[src/rtl/dma_stream_src_pkg.sv]
// Shared definitions for the DMA push path: FSM encoding and address/burst sizing
// used by the stream source, the endpoint and the register block.
package dma_stream_src_pkg;

    localparam int DW_ADDR_W  = 30;
    localparam int TLP_DW_DEF = 32;

    typedef enum logic [1:0] {
        ST_IDLE,
        ST_ARM,
        ST_XFER,
        ST_GAP
    } dma_state_e;

endpackage

[src/rtl/dma_stream_src.sv]
// Drains an FWFT FIFO in fixed-size write-TLP bursts over a circular host buffer,
// raising an interrupt pulse at the half-buffer and end-of-buffer points.
module dma_stream_src
    import dma_stream_src_pkg::*;
#(
    parameter int TLP_DW     = TLP_DW_DEF,
    parameter int CNT_W      = 16,
    parameter int FIFO_CNT_W = 12
) (
    input  logic                  trn_clk_c,
    input  logic                  pio_reset_n,
    input  logic                  dma_enable,
    input  logic [DW_ADDR_W-1:0]  buf_base_addr,
    input  logic [CNT_W-1:0]      buf_len_tlp,
    input  logic [31:0]           fifo_dout,
    input  logic [FIFO_CNT_W-1:0] fifo_count,
    output logic                  fifo_rd_en,
    output logic [DW_ADDR_W-1:0]  dma_addr,
    output logic [31:0]           dma_data,
    output logic                  dma_start,
    input  logic                  dma_rd_en,
    output logic                  start_int_o,
    output logic [CNT_W-1:0]      tlp_idx_o,
    output logic                  proto_err_o
);

    localparam int WC_W = (TLP_DW > 1) ? $clog2(TLP_DW) : 1;

    dma_state_e           state_q;
    logic [DW_ADDR_W-1:0] base_q;
    logic [DW_ADDR_W-1:0] addr_q;
    logic [CNT_W-1:0]     len_q;
    logic [CNT_W-1:0]     tlp_idx_q;
    logic [CNT_W-1:0]     tlp_idx_d;
    logic [WC_W-1:0]      wcnt_q;
    logic                 en_q;
    logic                 start_q;
    logic                 int_q;
    logic                 err_q;
    logic                 last_word;
    logic                 fifo_ready;

    assign dma_data    = fifo_dout;
    assign fifo_rd_en  = dma_rd_en & (state_q == ST_XFER);
    assign dma_addr    = addr_q;
    assign dma_start   = start_q;
    assign start_int_o = int_q;
    assign tlp_idx_o   = tlp_idx_q;
    assign proto_err_o = err_q;

    assign tlp_idx_d  = tlp_idx_q + CNT_W'(1);
    assign last_word  = (wcnt_q == WC_W'(TLP_DW - 1));
    assign fifo_ready = (fifo_count >= FIFO_CNT_W'(TLP_DW));

    // en_q resets high so an enable already held across reset is not seen as an edge.
    always_ff @(posedge trn_clk_c or negedge pio_reset_n) begin
        if (!pio_reset_n) begin
            state_q   <= ST_IDLE;
            base_q    <= '0;
            addr_q    <= '0;
            len_q     <= '0;
            tlp_idx_q <= '0;
            wcnt_q    <= '0;
            en_q      <= 1'b1;
            start_q   <= 1'b0;
            int_q     <= 1'b0;
            err_q     <= 1'b0;
        end else begin
            en_q  <= dma_enable;
            int_q <= 1'b0;
            if (dma_rd_en && (state_q != ST_XFER))
                err_q <= 1'b1;

            case (state_q)
                ST_IDLE: begin
                    if (dma_enable && !en_q) begin
                        base_q    <= buf_base_addr;
                        addr_q    <= buf_base_addr;
                        len_q     <= buf_len_tlp;
                        tlp_idx_q <= '0;
                        wcnt_q    <= '0;
                        state_q   <= ST_ARM;
                    end
                end
                ST_ARM: begin
                    if (!dma_enable) begin
                        state_q <= ST_IDLE;
                    end else if (fifo_ready) begin
                        start_q <= 1'b1;
                        state_q <= ST_XFER;
                    end
                end
                ST_XFER: begin
                    // A started TLP always runs to completion, even if enable drops.
                    if (dma_rd_en) begin
                        wcnt_q <= last_word ? '0 : wcnt_q + WC_W'(1);
                        if (last_word) begin
                            start_q <= 1'b0;
                            state_q <= ST_GAP;
                        end
                    end
                end
                ST_GAP: begin
                    state_q <= ST_ARM;
                    if (tlp_idx_d == (len_q >> 1)) begin
                        int_q     <= 1'b1;
                        tlp_idx_q <= tlp_idx_d;
                        addr_q    <= addr_q + DW_ADDR_W'(TLP_DW);
                    end else if (tlp_idx_d == len_q) begin
                        int_q     <= 1'b1;
                        tlp_idx_q <= '0;
                        addr_q    <= base_q;
                    end else begin
                        tlp_idx_q <= tlp_idx_d;
                        addr_q    <= addr_q + DW_ADDR_W'(TLP_DW);
                    end
                end
                default: state_q <= ST_IDLE;
            endcase
        end
    end

endmodule

[config.mk]
export PLATFORM = sky130hd
export DESIGN_NAME = dma_stream_src
export DESIGN_NICKNAME = d
export VERILOG_FILES = /design/src/rtl/dma_stream_src_pkg.sv /design/src/rtl/dma_stream_src.sv
export SDC_FILE = /design/constraint.sdc
export NUM_CORES = 1
export LEC_CHECK = 0
export CAP_MARGIN = 0
export CELL_PAD_IN_SITES_DETAIL_PLACEMENT = 1
export CELL_PAD_IN_SITES_GLOBAL_PLACEMENT = 2
export CORE_MARGIN = 3
export CORE_UTILIZATION = 28
export CTS_BUF_LIST = sky130_fd_sc_hd__clkbuf_4 sky130_fd_sc_hd__clkbuf_8
export DETAILED_ROUTE_END_ITERATION = 6
export PLACE_DENSITY = 0.78
export SLEW_MARGIN = 20
export SYNTH_ARGS = -nofsm -noshare
export SYNTH_HDL_FRONTEND = slang
export SYNTH_SLANG_ARGS = --single-unit
[constraint.sdc]
create_clock -name trn_clk_c -period 3.3 [get_ports trn_clk_c]
set_input_delay 0.66 -clock trn_clk_c [delete_from_list [all_inputs] [get_ports trn_clk_c]]
set_output_delay 0.66 -clock trn_clk_c [all_outputs]
set_load 0.01 [all_outputs]
==> flow_summary_export.csv, run 1 <==
group,metric,value,unit
status,status,"finished, final reports clean",
sta,worstMarginPinSlew,0.696,ns
worst_setup_path,required,3.57,ns
pwr,peakVddDrop,0.319,mV
synthesis,synth_area,0.00679,mm2
global_route,use_met1,0.206,
sta,rsz0062_at_grt,"false",
global_route,antenna_found_initial,0,
floorplan,dieArea,0.0262,mm2
placement,port_buffers,106,
clock_network,cts_tree,"yes",
cells_and_area,multi_input_comb_area,0.00379,mm2
pwr,p_total,5.83,mW
floorplan,fp.dieH,162,um
cells_and_area,diodes,0,
placement,gp_congestion,0.919,
route,dr_total_vias,5796,
clock_network,insertion_delay,0.40,ns
synthesis,ys_seq_area_frac,0.380,
cells_and_area,nets,919,
floorplan,num_io_pins,176,
clock_network,htreeDepth,3,
sta,fin_crit_sh,0.967,
route,first_iter_violations,265,
route,ant_nets,0,
synthesis,async_flop_share,1.00,
route,wl_per_cell,18.4,um
worst_setup_path,crit_arrival,3.46,ns
placement,placed_cells,1122,
floorplan,rows,56,
hold_path,hp-class,"in -> async",
cells_and_area,syn2layout_area_growth,25.7,%
worst_setup_path,path_max_fanout,22,
route,viasPerCell,5.08,
sta,final_hold_viol_count,0,
floorplan,die_w,162,um
global_route,grtUsageTotal,0.158,
global_route,grt_pass1_vias,6064,
floorplan,coreArea,0.0237,mm2
worst_setup_path,setup.worst_path.end_class,"register",
global_route,grt_use_met3,0.0278,
synthesis,syn-instance-count,724,
clock_network,cts_root_buf,"clkbuf_8",
route,drc,0,
cells_and_area,drive_above_1_share,0.178,
synthesis,ys.flop_type,"dfrtp_1",
clock_network,holdBufCountCts,0,
sta,max_freq,313,MHz
route,drt-total-wl,21000,um
clock_network,cts-buffers-inserted,9,
floorplan,start_util,0.287,
global_route,use_met2,0.270,
synthesis,syn_nets,826,
worst_setup_path,r2r-start,"tlp_idx_o[0]$_DFFE_PN0P_",
cells_and_area,final_cells,1141,
sta,drv_slew,0,
sta,setup_viol,0,
pwr,leakage,3.59,nW
synthesis,syn_avg_cell_area,9.38,um2
run,drv_cap,0,
worst_setup_path,setup.worst_path.start_class,"register",
sta,tns,0,ns
worst_setup_path,critical_path_class,"reg -> reg",
sta,period_minus_slack,3.19,ns
cells_and_area,register_area,0.00258,mm2
synthesis,synth_edf_count,0,
global_route,overflow,0,
sta,fin_skew,0.0126,ns
synthesis,ys_types,62,
placement,dp_hpwl,15200,um
sta,slew_headroom,0.532,
clock_network,cts_buffer_depth,2,
pwr,p_per_area,682,mW/mm2
synthesis,ys_seq_elements,103,
global_route,top_usage_layer,"met2",
clock_network,numClockSinks,103,
synthesis,ys_warn_count,0,
worst_setup_path,startpoint,"tlp_idx_o[0]$_DFFE_PN0P_",
cells_and_area,n_fill_cell,2777,
clock_network,cts.clk_slew.worst_paths,0.11,ns
global_route,grt_pass1_wl,33100,um
route,first_pass_iters,4,
cells_and_area,fin_util,0.361,
global_route,grt_max_degree,49,
[report_power, final]
| group | switching, mW | internal (mW) | leakage [nW] |
|---|---|---|---|
| combinational | 1.26 | 1.42 | 2.24 |
| sequential | 0.580 | 1.74 | 1.25 |
| clock | 0.523 | 0.305 | 0.0971 |
[cell families (layout without fill, tap and decap cells)]
logic type	Yosys count	count (layout)	synth area share
xor gates and xnor gates	60	60	0.0794
and+or+nand+nor	232	232	0.185
buffers and inverters	93	191	0.0768
muxes	84	84	0.132
AOI/OAI and AO/OA	144	144	0.132
adders and majority gates	8	8	0.0147
DFF	103	103	0.380
[path summary, 6_finish.rpt]
kind                                             end  slack [ns]  depth (start not counted)
max in group asynchronous             en_q$_DFF_PN1_        2.35                          2
min reg2reg                  proto_err_o$_DFFE_PN0P_        0.48                          1
min                           base_q[27]$_DFFE_PN0P_        0.24                          1
max reg2reg                tlp_idx_o[14]$_DFFE_PN0P_        0.11                         11
max                        tlp_idx_o[14]$_DFFE_PN0P_        0.11                         11
min in group trn_clk_c       proto_err_o$_DFFE_PN0P_        0.48                          1
[cells in the final DEF (no fill, tap or decap), drive strengths merged, types with 5 or more instances in the layout]
cell type      instances
clkdlybuf4s50        105
dfrtp                102
nand2                 54
buf                   54
o21ai                 49
mux2                  47
a21oi                 37
mux2i                 37
xnor2                 37
nor2                  33
and3                  30
nand3                 27
xor2                  22
inv                   18
nor3                  14
nand4                 13
a31oi                 12
clkbuf                11
nand2b                10
o22ai                  9
ha                     8
and2                   7
or3                    7
or4                    7
o221ai                 7
nor4                   7
a31o                   5
[layout make-up]
class | instances | area share
multi-input cells | 528 | 0.444
flip-flops and latches | 103 | 0.302
repair buffers | 160 | 0.178
well taps | 319 | 0.0467
clock buffers | 10 | 0.0154
clock inverters | 6 | 0.00747
inverters | 15 | 0.00659
[per-layer routing]
| layer | share of wire | routed length [um] | vias to the layer above |
|---|---|---|---|
| met5 | 0 | 0 | - |
| met4 | 0.017 | 366 | 0 |
| met3 | 0.031 | 644 | 18 |
| met2 | 0.49 | 10300 | 97 |
| met1 | 0.46 | 9630 | 2916 |
| li1 | - | - | 2765 |
[what timing repair did]
action,in CTS,in global routing
setup endpoints to repair,4,44
setup buffers,0,2
resized for setup,2,16
gates cloned,0,1
pin swaps,0,3
[flip-flops by register name, summed over array words and instances (netlist names), 2 cells and up]
signal,count
wcnt_q,5
tlp_idx_o,16
dma_addr,30
state_q,2
len_q,16
base_q,30
[cell usage after synthesis, drive strengths merged, types with 12 or more instances]
cell type | n | share of area
dfrtp | 102 | 0.38
nor2 | 33 | 0.018
a31oi | 12 | 0.011
o21ai | 49 | 0.036
nand4 | 13 | 0.014
xor2 | 22 | 0.028
clkbuf | 22 | 0.012
mux2i | 37 | 0.055
and3 | 30 | 0.028
nand3 | 27 | 0.020
nand2 | 54 | 0.030
xnor2 | 37 | 0.048
buf | 56 | 0.056
nor3 | 14 | 0.010
mux2 | 47 | 0.078
a21oi | 37 | 0.027
inv | 15 | 0.0083
[critical path, stage by stage (launching register included)]
cell      delay [ns]
dfrtp_1         0.42
buf_4           0.14
nand4_1         0.08
buf_4           0.18
or4_1           0.56
xnor2_1         0.19
nand4b_1        0.20
or4_1           0.50
a311o_1         0.34
buf_12          0.18
a31oi_2         0.18
mux2i_1         0.09
[through the flow]
step | cell area (um2) | hold slack, ns | setup slack [ns]
finish | 8540 | 0.242 | 0.108
global route | 8540 | 0.254 | 0.00270
CTS | 8430 | 0.250 | 0.0326
detailed placement | 8230 | 0.476 | 0.0351
global placement | 8230 | 0.470 | 0.0674
floorplan | 6790 | 0.364 | 0.0986
(Power assumes the default switching activity.)
==> run 2, diff against run 1 <==
CTS_CLUSTER_SIZE = 16   (was not set)
SLEW_MARGIN = not set   (was 20)
==> results of run 2 <==
Same layout as run 1: the final DEF is identical, and so are final timing and power.
==> run 3, diff against run 2 <==
CORE_ASPECT_RATIO = 1.75   (was not set)
==> flow_summary_export.csv, run 3 (synthesis results as in run 1) <==
group,metric,value,unit
worst_setup_path,crit_chain,"ha_2, buf_6, and3_1, and4_4, o22ai_1, or4_1, or4_1, a311o_1, buf_12, a31oi_1, o21ai_0",
worst_setup_path,timing.reg2reg.worst_path_depth,11,
global_route,grt_pass1_wl,34500,um
placement,dp_hpwl,16500,um
clock_network,cts_buffer_depth,2,
clock_network,numClockSinks,103,
worst_setup_path,setup.worst_path.end_class,"register",
placement,gp_congestion,0.899,
worst_setup_path,critPathSlowestCell,"or4_1",
floorplan,num_io_pins,176,
cells_and_area,diodes,0,
cells_and_area,nets,924,
route,dr_total_vias,5856,
route,drc,0,
global_route,antenna_found_initial,0,
global_route,grt_pass1_vias,6226,
worst_setup_path,path_max_fanout,28,
sta,slew_headroom,0.408,
sta,worstMarginPinSlew,0.880,ns
worst_setup_path,ff2ff_setup_slack,0.13,ns
worst_setup_path,cp_common_cell,"or4_1",
sta,setup_viol,0,
sta,period_minus_slack,3.17,ns
floorplan,start_util,0.288,
worst_setup_path,cpPeakStageDelay,0.54,ns
placement,placed_cells,1112,
status,status,"finished, final reports clean",
sta,layout_setup_ws,0.128,ns
clock_network,cts_tree,"yes",
sta,drv_slew,0,
worst_setup_path,required,3.56,ns
clock_network,cts-buffers-inserted,9,
global_route,grt_max_degree,45,
worst_setup_path,critical_path_class,"reg -> reg",
run,drv_cap,0,
cells_and_area,final_cells,1131,
sta,fin_crit_sh,0.961,
worst_setup_path,setup.worst_path.start_class,"register",
floorplan,die_w,124,um
clock_network,htreeDepth,3,
clock_network,insertion_delay,0.39,ns
route,first_iter_violations,252,
placement,port_buffers,106,
route,wl_per_cell,19.3,um
pwr,peakVddDrop,0.386,mV
global_route,grtUsageTotal,0.170,
hold_path,hp-class,"in -> async",
cells_and_area,syn2layout_area_growth,25.9,%
floorplan,fp.dieH,212,um
cells_and_area,fin_util,0.362,
worst_setup_path,crit_arrival,3.43,ns
route,first_pass_iters,4,
floorplan,coreArea,0.0236,mm2
floorplan,dieArea,0.0262,mm2
clock_network,cts_root_buf,"clkbuf_8",
floorplan,rows,74,
route,ant_nets,0,
pwr,p_per_area,689,mW/mm2
placement,dpl_worst_slack,0.00881,ns
cells_and_area,final_cell_mix,"clkdlybuf4s50_1, dfrtp_1, buf_4, nand2_1, mux2_2",
sta,tns,0,ns
cells_and_area,drive_above_1_share,0.179,
sta,final_hold_viol_count,0,
clock_network,cts.clk_slew.worst_paths,0.11,ns
cells_and_area,layout_commonest_cell,"clkdlybuf4s50_1",
pwr,leakage,3.63,nW
pwr,p_total,5.89,mW
global_route,overflow,0,
sta,fin_skew,0.0181,ns
route,viasPerCell,5.18,
sta,max_freq,315,MHz
route,drt-total-wl,21900,um
run 3: cell count changes in the layout (fill, tap and decap cells not counted), sizes merged:
cell and delta:
buf +5, inv -1, bufinv +1
run 3: metrics by stage:
step	hold slack, ns	cell area [um2]
floorplan	0.364	6790
global placement	0.441	8250
detailed placement	0.463	8250
CTS	0.265	8450
global route	0.281	8560
finish	0.252	8560
run 3: report_power, final:
group / leakage [nW] / internal, mW / total, mW / switching, mW
sequential: 1.25 / 1.75 / 2.33 / 0.585
combinational: 2.27 / 1.42 / 2.71 / 1.30
clock: 0.101 / 0.366 / 0.851 / 0.485
run 3: final cells by class:
class / count / area [um2]
fill: 2738 / 15100
multi-input combinational: 528 / 3780
sequential: 103 / 2580
inverter: 15 / 56.3
tap: 304 / 380
clock inverter: 6 / 68.8
timing repair buffer: 165 / 1560
clock buffer: 10 / 131
run 3: path summary, 6_finish.rpt:
path	from	to
worst max-delay path	tlp_idx_o[1]$_DFFE_PN0P_	tlp_idx_o[6]$_DFFE_PN0P_
worst min-delay path	pio_reset_n	dma_addr[12]$_DFFE_PN0P_
worst max register to register	tlp_idx_o[1]$_DFFE_PN0P_	tlp_idx_o[6]$_DFFE_PN0P_
worst min register to register	proto_err_o$_DFFE_PN0P_	proto_err_o$_DFFE_PN0P_
max in group asynchronous	pio_reset_n	start_int_o$_DFF_PN0_
min in group trn_clk_c	proto_err_o$_DFFE_PN0P_	proto_err_o$_DFFE_PN0P_
run 3: repair_timing:
action,CTS,global route
hold buffers,0,0
pin swaps,0,1
resized for setup,1,12
setup endpoints to repair,1,46
buffers inserted,0,2
cloned,0,1
run 3: routing by layer:
| metal | up-vias | GRT usage | wire, um |
|---|---|---|---|
| li1 | 2763 | - | - |
| met1 | 2972 | 0.184 | 8040 |
| met2 | 89 | 0.328 | 12700 |
| met3 | 32 | 0.0146 | 465 |
| met4 | 0 | 0.0692 | 629 |
| met5 | - | 0 | 0 |
run 3: worst max-delay path: cells and delay by family, from the launching register on:
kind | cells | cell delay (ns)
DFF | 1 | 0.38
AOI/OAI and AO/OA | 4 | 0.73
buffers and inverters | 2 | 0.33
adders and majority gates | 1 | 0.21
and+or+nand+nor | 4 | 1.41
